`src/rtl/vga_frame_transmitter_pkg.sv`:
```
// Shared VGA 640x480@60 timing constants and helpers, also consumed by the
// colorspace converter on the receive side.
package vga_frame_transmitter_pkg;

    localparam int VGA_PIXEL_DEPTH    = 24;
    localparam int VGA_SUBPIXEL_DEPTH = VGA_PIXEL_DEPTH / 3;

    localparam int VGA_HACT = 640;
    localparam int VGA_HFP  = 16;
    localparam int VGA_HSW  = 96;
    localparam int VGA_HBP  = 48;
    localparam int VGA_HTOTAL = VGA_HACT + VGA_HFP + VGA_HSW + VGA_HBP;

    localparam int VGA_VACT = 480;
    localparam int VGA_VFP  = 10;
    localparam int VGA_VSH  = 2;
    localparam int VGA_VBP  = 33;
    localparam int VGA_VTOTAL = VGA_VACT + VGA_VFP + VGA_VSH + VGA_VBP;

    localparam int VGA_FIFO_DEPTH = 4;

    // True when pos lies in [start, start+len).
    function automatic logic in_window(input int pos, input int start, input int len);
        return (pos >= start) && (pos < start + len);
    endfunction

endpackage

```
`src/rtl/vga_frame_transmitter_pixel_fifo.sv`:
```
// Small synchronous FIFO for the grayscale pixel stream; flush empties it
// in one cycle without touching the storage array.
module pixel_fifo
    import vga_frame_transmitter_pkg::*;
#(
    parameter  int P_DEPTH = VGA_FIFO_DEPTH,
    parameter  int P_WIDTH = VGA_SUBPIXEL_DEPTH,
    localparam int A_W     = $clog2(P_DEPTH),
    localparam int C_W     = A_W + 1
) (
    input  logic               I_CLK,
    input  logic               I_RESET,
    input  logic               flush,
    input  logic               push,
    input  logic [P_WIDTH-1:0] wr_data,
    input  logic               pop,
    output logic [P_WIDTH-1:0] rd_data,
    output logic               full,
    output logic               empty,
    output logic [C_W-1:0]     count
);

    logic [P_WIDTH-1:0] mem [P_DEPTH];
    logic [A_W-1:0]     wr_ptr;
    logic [A_W-1:0]     rd_ptr;
    logic               push_ok;
    logic               pop_ok;

    always_comb begin
        full    = (count == C_W'(P_DEPTH));
        empty   = (count == '0);
        push_ok = push && !full;
        pop_ok  = pop && !empty;
        rd_data = mem[rd_ptr];
    end

    always_ff @(posedge I_CLK) begin
        if (push_ok && !flush) begin
            mem[wr_ptr] <= wr_data;
        end
    end

    always_ff @(posedge I_CLK or negedge I_RESET) begin
        if (!I_RESET) begin
            wr_ptr <= '0;
            rd_ptr <= '0;
            count  <= '0;
        end else if (flush) begin
            wr_ptr <= '0;
            rd_ptr <= '0;
            count  <= '0;
        end else begin
            if (push_ok) wr_ptr <= wr_ptr + A_W'(1);
            if (pop_ok)  rd_ptr <= rd_ptr + A_W'(1);
            case ({push_ok, pop_ok})
                2'b10:   count <= count + C_W'(1);
                2'b01:   count <= count - C_W'(1);
                default: count <= count;
            endcase
        end
    end

endmodule

```
`src/rtl/vga_frame_transmitter.sv`:
```
// VGA transmit end: free-running 640x480 timing, grayscale pixels pulled
// from a small FIFO and replicated into R, G and B.
module vga_frame_transmitter
    import vga_frame_transmitter_pkg::*;
#(
    parameter  int P_PIXEL_DEPTH     = VGA_PIXEL_DEPTH,
    parameter  int P_HACT            = VGA_HACT,
    parameter  int P_HFP             = VGA_HFP,
    parameter  int P_HSW             = VGA_HSW,
    parameter  int P_HBP             = VGA_HBP,
    parameter  int P_VACT            = VGA_VACT,
    parameter  int P_VFP             = VGA_VFP,
    parameter  int P_VSH             = VGA_VSH,
    parameter  int P_VBP             = VGA_VBP,
    parameter  bit P_SYNC_ACTIVE_LOW = 1'b1,
    parameter  int P_FIFO_DEPTH      = VGA_FIFO_DEPTH,
    localparam int P_SUBPIXEL_DEPTH  = P_PIXEL_DEPTH / 3,
    localparam int P_HTOTAL          = P_HACT + P_HFP + P_HSW + P_HBP,
    localparam int P_VTOTAL          = P_VACT + P_VFP + P_VSH + P_VBP,
    localparam int COL_W             = $clog2(P_HACT),
    localparam int ROW_W             = $clog2(P_VACT)
) (
    input  logic                        I_CLK,
    input  logic                        I_RESET,
    input  logic                        I_ENABLE,
    input  logic [P_SUBPIXEL_DEPTH-1:0] I_PIXEL,
    input  logic                        I_PIXEL_VALID,
    output logic                        O_PIXEL_READY,
    output logic [P_PIXEL_DEPTH-1:0]    O_PIXEL,
    output logic                        O_HSYNC,
    output logic                        O_VSYNC,
    output logic                        O_DATA_ENABLE,
    output logic [COL_W-1:0]            O_PIXEL_COLUMN,
    output logic [ROW_W-1:0]            O_PIXEL_ROW,
    output logic                        O_FRAME_START,
    output logic                        O_UNDERFLOW
);

    localparam int   H_W       = $clog2(P_HTOTAL);
    localparam int   V_W       = $clog2(P_VTOTAL);
    localparam int   CNT_W     = $clog2(P_FIFO_DEPTH) + 1;
    localparam logic SYNC_IDLE = P_SYNC_ACTIVE_LOW;

    logic [H_W-1:0]              h_cnt;
    logic [V_W-1:0]              v_cnt;
    logic                        active;
    logic                        hsync_on;
    logic                        vsync_on;
    logic                        frame_origin;

    logic                        fifo_push;
    logic                        fifo_pop;
    logic                        fifo_full;
    logic                        fifo_empty;
    logic                        fifo_flush;
    logic [P_SUBPIXEL_DEPTH-1:0] fifo_data;
    logic [CNT_W-1:0]            fifo_count;

    always_comb begin
        active       = (int'(h_cnt) < P_HACT) && (int'(v_cnt) < P_VACT);
        hsync_on     = in_window(int'(h_cnt), P_HACT + P_HFP, P_HSW);
        vsync_on     = in_window(int'(v_cnt), P_VACT + P_VFP, P_VSH);
        frame_origin = (h_cnt == '0) && (v_cnt == '0);
    end

    // Ready looks only at the current occupancy; a pop this cycle does not free a slot.
    assign O_PIXEL_READY = I_ENABLE && (fifo_count < CNT_W'(P_FIFO_DEPTH));
    assign fifo_push     = I_PIXEL_VALID && O_PIXEL_READY && !fifo_full;
    assign fifo_pop      = I_ENABLE && active && !fifo_empty;
    assign fifo_flush    = !I_ENABLE;

    pixel_fifo #(
        .P_DEPTH (P_FIFO_DEPTH),
        .P_WIDTH (P_SUBPIXEL_DEPTH)
    ) u_pixel_fifo (
        .I_CLK   (I_CLK),
        .I_RESET (I_RESET),
        .flush   (fifo_flush),
        .push    (fifo_push),
        .wr_data (I_PIXEL),
        .pop     (fifo_pop),
        .rd_data (fifo_data),
        .full    (fifo_full),
        .empty   (fifo_empty),
        .count   (fifo_count)
    );

    always_ff @(posedge I_CLK or negedge I_RESET) begin
        if (!I_RESET) begin
            h_cnt <= '0;
            v_cnt <= '0;
        end else if (!I_ENABLE) begin
            h_cnt <= '0;
            v_cnt <= '0;
        end else if (h_cnt == H_W'(P_HTOTAL - 1)) begin
            h_cnt <= '0;
            v_cnt <= (v_cnt == V_W'(P_VTOTAL - 1)) ? '0 : v_cnt + V_W'(1);
        end else begin
            h_cnt <= h_cnt + H_W'(1);
        end
    end

    // Output registers follow the counters by one cycle; underflow survives disable.
    always_ff @(posedge I_CLK or negedge I_RESET) begin
        if (!I_RESET) begin
            O_DATA_ENABLE  <= 1'b0;
            O_HSYNC        <= SYNC_IDLE;
            O_VSYNC        <= SYNC_IDLE;
            O_PIXEL        <= '0;
            O_PIXEL_COLUMN <= '0;
            O_PIXEL_ROW    <= '0;
            O_FRAME_START  <= 1'b0;
            O_UNDERFLOW    <= 1'b0;
        end else if (!I_ENABLE) begin
            O_DATA_ENABLE  <= 1'b0;
            O_HSYNC        <= SYNC_IDLE;
            O_VSYNC        <= SYNC_IDLE;
            O_PIXEL        <= '0;
            O_PIXEL_COLUMN <= '0;
            O_PIXEL_ROW    <= '0;
            O_FRAME_START  <= 1'b0;
        end else begin
            O_DATA_ENABLE  <= active;
            O_HSYNC        <= hsync_on ? ~SYNC_IDLE : SYNC_IDLE;
            O_VSYNC        <= vsync_on ? ~SYNC_IDLE : SYNC_IDLE;
            O_PIXEL        <= fifo_pop ? {3{fifo_data}} : '0;
            O_PIXEL_COLUMN <= active ? h_cnt[COL_W-1:0] : '0;
            O_PIXEL_ROW    <= active ? v_cnt[ROW_W-1:0] : '0;
            O_FRAME_START  <= frame_origin;
            if (active && fifo_empty) begin
                O_UNDERFLOW <= 1'b1;
            end
        end
    end

endmodule
```
`config.mk`:
```
export PLATFORM = sky130hd
export DESIGN_NAME = vga_frame_transmitter
export DESIGN_NICKNAME = d
export VERILOG_FILES = /design/src/rtl/vga_frame_transmitter_pkg.sv /design/src/rtl/vga_frame_transmitter_pixel_fifo.sv /design/src/rtl/vga_frame_transmitter.sv
export SDC_FILE = /design/constraint.sdc
export NUM_CORES = 1
export LEC_CHECK = 0
export BUFFER_PORTS_ARGS = -buffer_cell sky130_fd_sc_hd__clkbuf_2
export CAP_MARGIN = 5
export CORE_MARGIN = 2
export CORE_UTILIZATION = 56
export DETAILED_ROUTE_END_ITERATION = 16
export PLACE_DENSITY = 0.79
export SYNTH_ARGS = -nofsm -noshare
export SYNTH_HDL_FRONTEND = slang
export SYNTH_HIERARCHICAL = 1
export SYNTH_SLANG_ARGS = --single-unit
```
`constraint.sdc`:
```
create_clock -name I_CLK -period 2.8 [get_ports I_CLK]
set_input_delay 0.14 -clock I_CLK [delete_from_list [all_inputs] [get_ports I_CLK]]
set_output_delay 0.14 -clock I_CLK [all_outputs]
set_load 0.005 [all_outputs]
```
==> results of run 1 <==
worst register-to-register path: stages, from the launching register on:
cell and delay, ns:
dfrtp_1 0.51, nand2b_1 0.17, nor2_1 0.07, nor4b_1 0.39, buf_4 0.25, nor3b_1 0.36, and2_1 0.41
worst paths after layout:
check	start	endpoint	cells past startpoint
worst max-delay path	u_pixel_fifo/count[2]	u_pixel_fifo/mem[0][6]	6
worst min-delay path	I_PIXEL[7]	u_pixel_fifo/mem[3][7]	1
worst max register to register	u_pixel_fifo/count[2]	u_pixel_fifo/mem[0][6]	6
worst min register to register	O_UNDERFLOW	O_UNDERFLOW	1
max in group asynchronous	I_RESET	h_cnt[4]	3
min in group asynchronous	I_RESET	O_PIXEL_ROW[4]	3
placed cells by master (no fill, tap or decap), drive strengths merged, types with 4 or more instances in the layout:
cell | Yosys | routed
clkbuf | 5 | 70
dfrtp | 57 | 57
edfxtp | 32 | 32
and2 | 32 | 32
nor2 | 18 | 18
nand3 | 17 | 17
nand2 | 15 | 15
inv | 8 | 9
o21ai | 9 | 9
ha | 8 | 8
mux4 | 8 | 8
xor2 | 6 | 6
nor3 | 5 | 5
xnor2 | 5 | 5
buf | 28 | 5
and3 | 5 | 5
clkinv | 1 | 5
nand4 | 4 | 4
o211ai | 4 | 4
o31ai | 4 | 4
or4 | 4 | 4
where the power goes:
part	switching (W)	total (W)	internal (W)
clock network	0.000441	0.000763	0.000323
logic	0.0000977	0.000172	0.0000739
registers	0.0000319	0.00144	0.00141
total	0.000570	0.00238	0.00181
area by class of cell:
type	count	share of cell area, %
clock buffer	10	2.86
clock inverter	6	0.924
inverter	9	0.756
multi-input combinational	184	29.9
sequential	91	54.6
tap	96	2.69
timing repair buffer	68	8.24
synthesized netlist by cell type, drive strengths merged, types with 2 or more instances:
| master | instances | share of area [%] |
|---|---|---|
| inv | 8 | 0.74 |
| nand3b | 2 | 0.37 |
| nor4b | 3 | 1.0 |
| o21ai | 9 | 1.1 |
| nor2 | 18 | 1.7 |
| a211oi | 2 | 0.37 |
| nor4 | 2 | 0.31 |
| nand4 | 4 | 0.62 |
| nand3 | 17 | 2.2 |
| xnor2 | 5 | 1.1 |
| clkbuf | 5 | 0.46 |
| nor2b | 3 | 0.46 |
| dfstp | 2 | 1.3 |
| edfxtp | 32 | 24 |
| mux4 | 8 | 4.5 |
| dfrtp | 57 | 35 |
| xor2 | 6 | 1.3 |
| o31ai | 4 | 0.74 |
| or3 | 2 | 0.31 |
| or2 | 2 | 0.31 |
| and2 | 32 | 5.0 |
| ha | 8 | 2.5 |
| nand2b | 3 | 0.46 |
| buf | 28 | 5.4 |
| nor3 | 5 | 0.62 |
| o211ai | 4 | 0.74 |
| a21o | 3 | 0.56 |
| a21oi | 3 | 0.37 |
| and3 | 5 | 0.80 |
| or4 | 4 | 0.77 |
| nand2 | 15 | 1.4 |
per-stage QoR:
stage                     cells  area (sq um)  util (%)
after floorplan             317          4050         -
after global placement      445          4270      61.8
after detailed placement    445          4270      61.8
after CTS                   463          4460      64.5
after global routing        464          4470      64.7
final                       464          4470      64.7
sequential cells by signal (all words and copies together) (netlist names):
name                 cells
u_pixel_fifo/mem        32
u_pixel_fifo/count       3
O_HSYNC                  1
h_cnt                   10
u_pixel_fifo/wr_ptr      2
O_VSYNC                  1
O_DATA_ENABLE            1
O_PIXEL_COLUMN          10
O_FRAME_START            1
u_pixel_fifo/rd_ptr      2
O_PIXEL                  8
O_UNDERFLOW              1
O_PIXEL_ROW              9
v_cnt                   10
kinds of logic after synthesis:
kind of cell / after synthesis
muxes: 9
xor gates and xnor gates: 11
buffers and inverters: 42
and+or+nand+nor: 122
adders and majority gates: 9
DFF: 91
AOI/OAI and AO/OA: 33
per-layer routing:
metal	part of all wire, %	wire [um]
met5	0	0
met4	1.4	97
met3	3.9	260
met2	50	3340
met1	45	3040
==> impl_metrics.json, run 1 <==
{
  "status": "finished, final reports clean",
  "drt_iter0_drc": 147,
  "grt.total_usage_pct": 19.0,
  "layout-area-overhead-vs-synth_pct": 10.4,
  "synthFlopType": "dfrtp_1",
  "design.portCount": 61,
  "maxCapViolations": 0,
  "synthXorXnorAreaFrac_pct": 2.38,
  "insertion_delay_ns": 0.35,
  "die_x_um": 89.0,
  "diodes": 0,
  "yosysWarningCount": 6,
  "place_ws_ns": 0.351,
  "cp.required_ns": 2.81,
  "n_fill_cell": 554,
  "dp_hpwl_mm": 4.81,
  "clock-root-buffer": "clkbuf_8",
  "routabilityCongestion": 0.883,
  "path_class": "reg2reg",
  "ys_async_sr_fraction_pct": 64.8,
  "grt_util_met2_pct": 30.6,
  "cts_htree_levels": 3,
  "startpoint_type": "register",
  "power_leakage_nw": 1.96,
  "worst_path_max_delay_cell": "dfrtp_1",
  "synth_compound_area_share_pct": 5.63,
  "crit_buf_inv": 1,
  "netlist_area_sq_um": 4050,
  "crit_fanout": 13,
  "synth_top_family_by_area": "simple AND/OR/NAND/NOR gates",
  "routedWlPerCell_um": 14.5,
  "worstPathCellList": "nand2b_1, nor2_1, nor4b_1, buf_4, nor3b_1, and2_1",
  "die_height_um": 89.0,
  "cts_tree": "yes",
  "worst-r2r-setup-slack_ns": 0.31,
  "multi_input_area_sq_um": 1340,
  "grt_max_degree": 60,
  "cts_resized": 0,
  "synth_area_per_cell_sq_um": 12.8,
  "cts_buffer_depth": 2,
  "netlist-cell-type-count": 57,
  "busiest_layer": "met2",
  "regArea_sq_um": 2440,
  "row_count": 30,
  "ant_nets": 0,
  "max_stage_delay_ns": 0.51,
  "vias": 2478,
  "p_total_w": 0.00238,
  "synthesis.nets": 338,
  "grt_pass1_vias": 2358,
  "drc_errors": 0,
  "overflow": 0,
  "start_util_pct": 58.6,
  "vdd_drop_max_mv": 0.416,
  "clk_pin_slew_worst_paths_ns": 0.08,
  "synth-edff-count": 32,
  "grt_pass1_wl_mm": 11.4,
  "min_path_type": "in2reg",
  "setup_ws_ns": 0.308,
  "hold_buffers": 2,
  "worstPathArrival_ns": 2.51,
  "vias_per_cell": 5.34,
  "drt_pass1_iterations": 6,
  "worstSetupEndpointType": "register",
  "drv_slew": 0,
  "synth_seq_area_share_pct": 60.3,
  "synthSimpleGateAreaFrac_pct": 17.3,
  "dieArea_sq_um": 7920,
  "period_share_pct": 89.0,
  "powerDensity_nw_per_um2": 532,
  "crit_family": "simple AND/OR/NAND/NOR gates",
  "slew_headroom_pct": 53.9,
  "hold_viol": 0,
  "grtUsageMet1_pct": 25.1,
  "routed_wl_mm": 6.74,
  "worstMarginPinSlew_ns": 0.692,
  "grt.met3_usage_pct": 4.80,
  "antenna_found_initial": 0,
  "port_buffers": 60,
  "cts_num_sinks": 91,
  "cts_setup_buffers": 0,
  "finalSetupViolCount": 0,
  "clock.fmax_ghz": 0.401,
  "rsz0062_at_grt": "false",
  "drive_gt1_share_pct": 25.8,
  "layout_min_cycle_time_ns": 2.49,
  "synth_seq_cells": 91,
  "setup-tns-final_ns": 0,
  "netlist_instances": 317,
  "synthAdderAreaFrac_pct": 2.97,
  "skew_ns": 0.00727,
  "synth.area.mux_share_pct": 4.70,
  "hold_ws_ns": 0.0191,
  "cts_buffers": 9,
  "core_sq_um": 6910,
  "layout.nets": 384
}
(Power assumes the default switching activity.)
==> run 2, diff against run 1 <==
- BUFFER_PORTS_ARGS: -buffer_cell sky130_fd_sc_hd__clkbuf_2 -> default
- CORE_UTILIZATION: 56 -> 34
- DONT_BUFFER_PORTS: default -> 1
- PLACE_DENSITY: 0.79 -> default
==> impl_metrics.json, run 2 (same netlist as run 1, synthesis figures left out) <==
{
  "status": "finished with violations",
  "violations": "design-rule violations",
  "cp.required_ns": 3.05,
  "path_class": "reg2reg",
  "drv_slew": 0,
  "antenna_found_initial": 1,
  "cts_buffer_depth": 2,
  "cts_num_sinks": 91,
  "ant_nets": 0,
  "place_ws_ns": 0.374,
  "insertion_delay_ns": 0.34,
  "slew_headroom_pct": 59.4,
  "skew_ns": 0.00586,
  "vias_per_cell": 5.00,
  "drc_errors": 7,
  "row_count": 39,
  "clock.fmax_ghz": 0.407,
  "post-route-util_pct": 38.8,
  "cts_buffers": 9,
  "worstMarginPinSlew_ns": 0.608,
  "grt_pass1_vias": 2333,
  "design.portCount": 61,
  "grt_max_degree": 60,
  "worstPathArrival_ns": 2.70,
  "die_x_um": 113,
  "powerDensity_nw_per_um2": 642,
  "setup-tns-final_ns": 0,
  "startpoint_type": "register",
  "layout-area-overhead-vs-synth_pct": 10.4,
  "clk_pin_slew_worst_paths_ns": 0.06,
  "regArea_sq_um": 2440,
  "p_total_w": 0.00287,
  "core_sq_um": 11500,
  "maxCapViolations": 0,
  "n_fill_cell": 1069,
  "finalSetupViolCount": 0,
  "routed_wl_mm": 7.13,
  "die_height_um": 113,
  "start_util_pct": 35.1,
  "layout_min_cycle_time_ns": 2.46,
  "worstHoldPathCells": 3,
  "rsz0062_at_grt": "false",
  "setup_ws_ns": 0.345,
  "final_common_cell": "dfrtp_1",
  "cts_htree_levels": 3,
  "clock-root-buffer": "clkbuf_16",
  "diodes": 0,
  "layout.nets": 331,
  "routabilityCongestion": 0.813,
  "crit_fanout": 13,
  "min_path_type": "in2reg",
  "worstSetupEndpointType": "register",
  "hold_ws_ns": 0.0265,
  "dieArea_sq_um": 12800,
  "r2r.worst_path.cells": 10,
  "overflow": 0,
  "port_buffers": 0,
  "largest_reg_flops": 32,
  "period_share_pct": 87.7,
  "grt.total_usage_pct": 12.2,
  "cts_tree": "yes",
  "routedWlPerCell_um": 15.6,
  "drt_pass1_iterations": 11,
  "grt_pass1_wl_mm": 12.1,
  "layout_common_cells": "57 x dfrtp_1, 32 x edfxtp_1, 31 x and2_1",
  "vdd_drop_max_mv": 0.325,
  "drive_gt1_share_pct": 12.1,
  "dp_hpwl_mm": 4.66,
  "multi_input_area_sq_um": 1340,
  "hold_viol": 0,
  "top_register": "u_pixel_fifo/mem",
  "vias": 2291,
  "power_leakage_nw": 1.80,
  "cts_setup_buffers": 0,
  "drt_iter0_drc": 177
}
run 2: cell types whose count changed in the layout (fill, tap and decap cells not counted), sizes merged:
cell,delta
inv,-1
bufinv,+2
clkbuf,-61
dlygate4sd3,+7
clkinvlp,+1
clkinv,-1
run 2: stage by stage:
stage	instance area, sq um	std cells
3_3_place_gp	4020	431
2_1_floorplan	4050	317
6_report	4470	458
4_1_cts	4460	458
3_5_place_dp	4020	431
5_1_grt	4470	458
run 2: timing repair:
item,in CTS,in global routing
resized for setup,0,1
endpoints found under the hold margin,100,0
endpoints found under the setup margin,0,1
hold buffers,11,0
run 2: area by class of cell:
type | instances | share of cell area (%)
clock buffer | 9 | 5.04
clock inverter | 7 | 2.07
inverter | 9 | 0.756
multi-input combinational | 184 | 30.0
sequential | 91 | 54.6
tap | 143 | 4.00
timing repair buffer | 15 | 3.53
run 2: per-layer routing:
metal / vias to the layer above / wire (um) / track usage (%) / share of wire, %
met5: - / 13 / 0 / 0.18
met4: 2 / 136 / 5.37 / 1.9
met1: 1136 / 3370 / 16.1 / 47
li1: 1099 / - / - / -
met2: 43 / 3310 / 18.8 / 46
met3: 11 / 294 / 3.64 / 4.1
run 2: where the power goes:
part	internal (W)	switching [W]
logic	0.0000639	0.0000905
registers	0.00141	0.0000368
clock network	0.000778	0.000487
run 2: critical path, stage by stage (launching register included):
cell and delay (ns):
dfrtp_1 0.52, nand2b_1 0.19, nor2_1 0.08, nor4b_2 0.24, buf_4 0.21, a21oi_1 0.09, fa_1 0.48, inv_1 0.05
a311oi_1 0.19, a21oi_1 0.10, a211oi_1 0.21
run 2: path summary, 6_finish.rpt:
check / start / end / slack (ns)
hold reg to reg: O_UNDERFLOW / O_UNDERFLOW / 0.51
hold / removal: I_ENABLE / v_cnt[6] / 0.03
min in group asynchronous: I_RESET / O_PIXEL_COLUMN[0] / 0.34
setup reg to reg: u_pixel_fifo/count[2] / u_pixel_fifo/count[1] / 0.34
setup / recovery: u_pixel_fifo/count[2] / u_pixel_fifo/count[1] / 0.34
max in group asynchronous: I_RESET / O_VSYNC / 2.16
==> run 3, diff against run 2 <==
- CORE_ASPECT_RATIO: default -> 2
- CORE_MARGIN: 2 -> default
==> impl_metrics.json, run 3 (same netlist as run 1, synthesis figures left out) <==
{
  "drive_gt1_share_pct": 12.1,
  "antenna_found_initial": 0,
  "clkPwrFrac_pct": 43.0,
  "setup-tns-final_ns": 0,
  "layout.nets": 331,
  "vias_per_cell": 5.11,
  "cts_buffers": 9,
  "design.portCount": 61,
  "rr_startpoint": "u_pixel_fifo/count[2]",
  "worstPathArrival_ns": 2.76,
  "layout_min_cycle_time_ns": 2.52,
  "grt_max_degree": 60,
  "swShare_pct": 24.8,
  "layout-area-overhead-vs-synth_pct": 10.1,
  "min_path_type": "in2reg",
  "p_comb_share_pct": 5.5,
  "routabilityCongestion": 0.853,
  "maxCapViolations": 0,
  "vias": 2349,
  "cts_htree_levels": 3,
  "regArea_sq_um": 2440,
  "grt_pass1_vias": 2443,
  "cts_buffer_depth": 2,
  "clock.fmax_ghz": 0.397,
  "start_util_pct": 34.8,
  "cp-startpoint": "u_pixel_fifo/count[2]",
  "worstSetupEndpointType": "register",
  "dp_hpwl_mm": 5.22,
  "layout_common_cells": "57 x dfrtp_1, 32 x edfxtp_1, 31 x and2_1",
  "status": "finished, final reports clean",
  "p_sw_w": 0.000698,
  "overflow": 0,
  "hp-start": "I_ENABLE",
  "cts_resized": 0,
  "port_buffers": 0,
  "place_ws_ns": 0.310,
  "placed_cells": 433,
  "hold_ws_ns": 0.0227,
  "cts_tree": "yes",
  "worstMarginPinSlew_ns": 0.608,
  "grt.total_usage_pct": 13.7,
  "post-route-util_pct": 38.3,
  "grt_pass1_wl_mm": 12.7,
  "rsz0062_at_grt": "false",
  "hold_buffers": 11,
  "cp.required_ns": 3.04,
  "insertion_delay_ns": 0.35,
  "dieArea_sq_um": 12400,
  "final_common_cell": "dfrtp_1",
  "n_fill_cell": 1153,
  "hold_viol": 0,
  "slew_headroom_pct": 59.5,
  "row_count": 56,
  "cts_num_sinks": 91,
  "p_int_w": 0.00211,
  "cts_setup_buffers": 0,
  "routed_wl_mm": 7.48,
  "seq_power_share_pct": 51.5,
  "crit_fanout": 13,
  "power_leakage_nw": 1.80,
  "skew_ns": 0.0116,
  "setup_ws_ns": 0.282,
  "layout.cells.non_filler": 460,
  "drc_errors": 0,
  "routedWlPerCell_um": 16.3,
  "worst-r2r-setup-slack_ns": 0.28,
  "vdd_drop_max_mv": 0.353,
  "drt_iter0_drc": 109,
  "diodes": 0,
  "period_share_pct": 89.9,
  "clk_pin_slew_worst_paths_ns": 0.07,
  "startpoint_type": "register",
  "core_sq_um": 11600,
  "powerDensity_nw_per_um2": 631,
  "die_x_um": 79.2,
  "drv_slew": 0,
  "multi_input_area_sq_um": 1340,
  "path_class": "reg2reg",
  "clock-root-buffer": "clkbuf_16",
  "finalSetupViolCount": 0,
  "drt_pass1_iterations": 4,
  "die_height_um": 156,
  "ant_nets": 0,
  "top_register": "u_pixel_fifo/mem",
  "largest_reg_flops": 32
}
-- run 3: metrics by stage --
stage	total power, W	area [sq um]
after floorplan	0.00158	4050
after global placement	0.00159	4020
after detailed placement	0.00160	4020
after CTS	0.00286	4460
after global routing	0.00293	4460
final	0.00281	4460
-- run 3: power by group through the flow --
stage          clock network [W]  registers, W  logic (W)
2_1_floorplan                  0       0.00146   0.000119
3_3_place_gp                   0       0.00147   0.000116
3_5_place_dp                   0       0.00148   0.000119
4_1_cts                  0.00125       0.00145   0.000160
5_1_grt                  0.00130       0.00145   0.000176
6_report                 0.00121       0.00145   0.000154
-- run 3: cell type report --
| cell class | count | share of cell area [%] |
|---|---|---|
| inverter | 9 | 0.758 |
| clock buffer | 9 | 5.05 |
| sequential | 91 | 54.8 |
| multi-input combinational | 184 | 30.0 |
| timing repair buffer | 15 | 3.54 |
| clock inverter | 7 | 1.83 |
| tap | 145 | 4.07 |
-- run 3: worst max-delay path, cell delays in order (launching register included) --
cell and delay (ns):
dfrtp_1 0.51, nand2b_1 0.18, nor2_1 0.07, nor4b_1 0.26, buf_4 0.23, a21oi_1 0.09, fa_1 0.49, inv_1 0.05
a311oi_1 0.21, a21oi_1 0.10, a211oi_1 0.22
-- run 3: path summary, 6_finish.rpt --
kind / endpoint / cells after the start
worst max-delay path: u_pixel_fifo/count[1] / 10
worst min-delay path: v_cnt[7] / 2
worst max register to register: u_pixel_fifo/count[1] / 10
worst min register to register: h_cnt[0] / 1
max in group asynchronous: O_HSYNC / 2
min in group asynchronous: O_PIXEL[20] / 2
-- run 3: per-layer routing --
layer	routed length (um)	up-vias	track usage, %
met2	4130	63	24.4
met1	2890	1171	14.6
met5	0	-	0
met4	231	0	7.10
li1	-	1100	-
met3	239	15	3.15
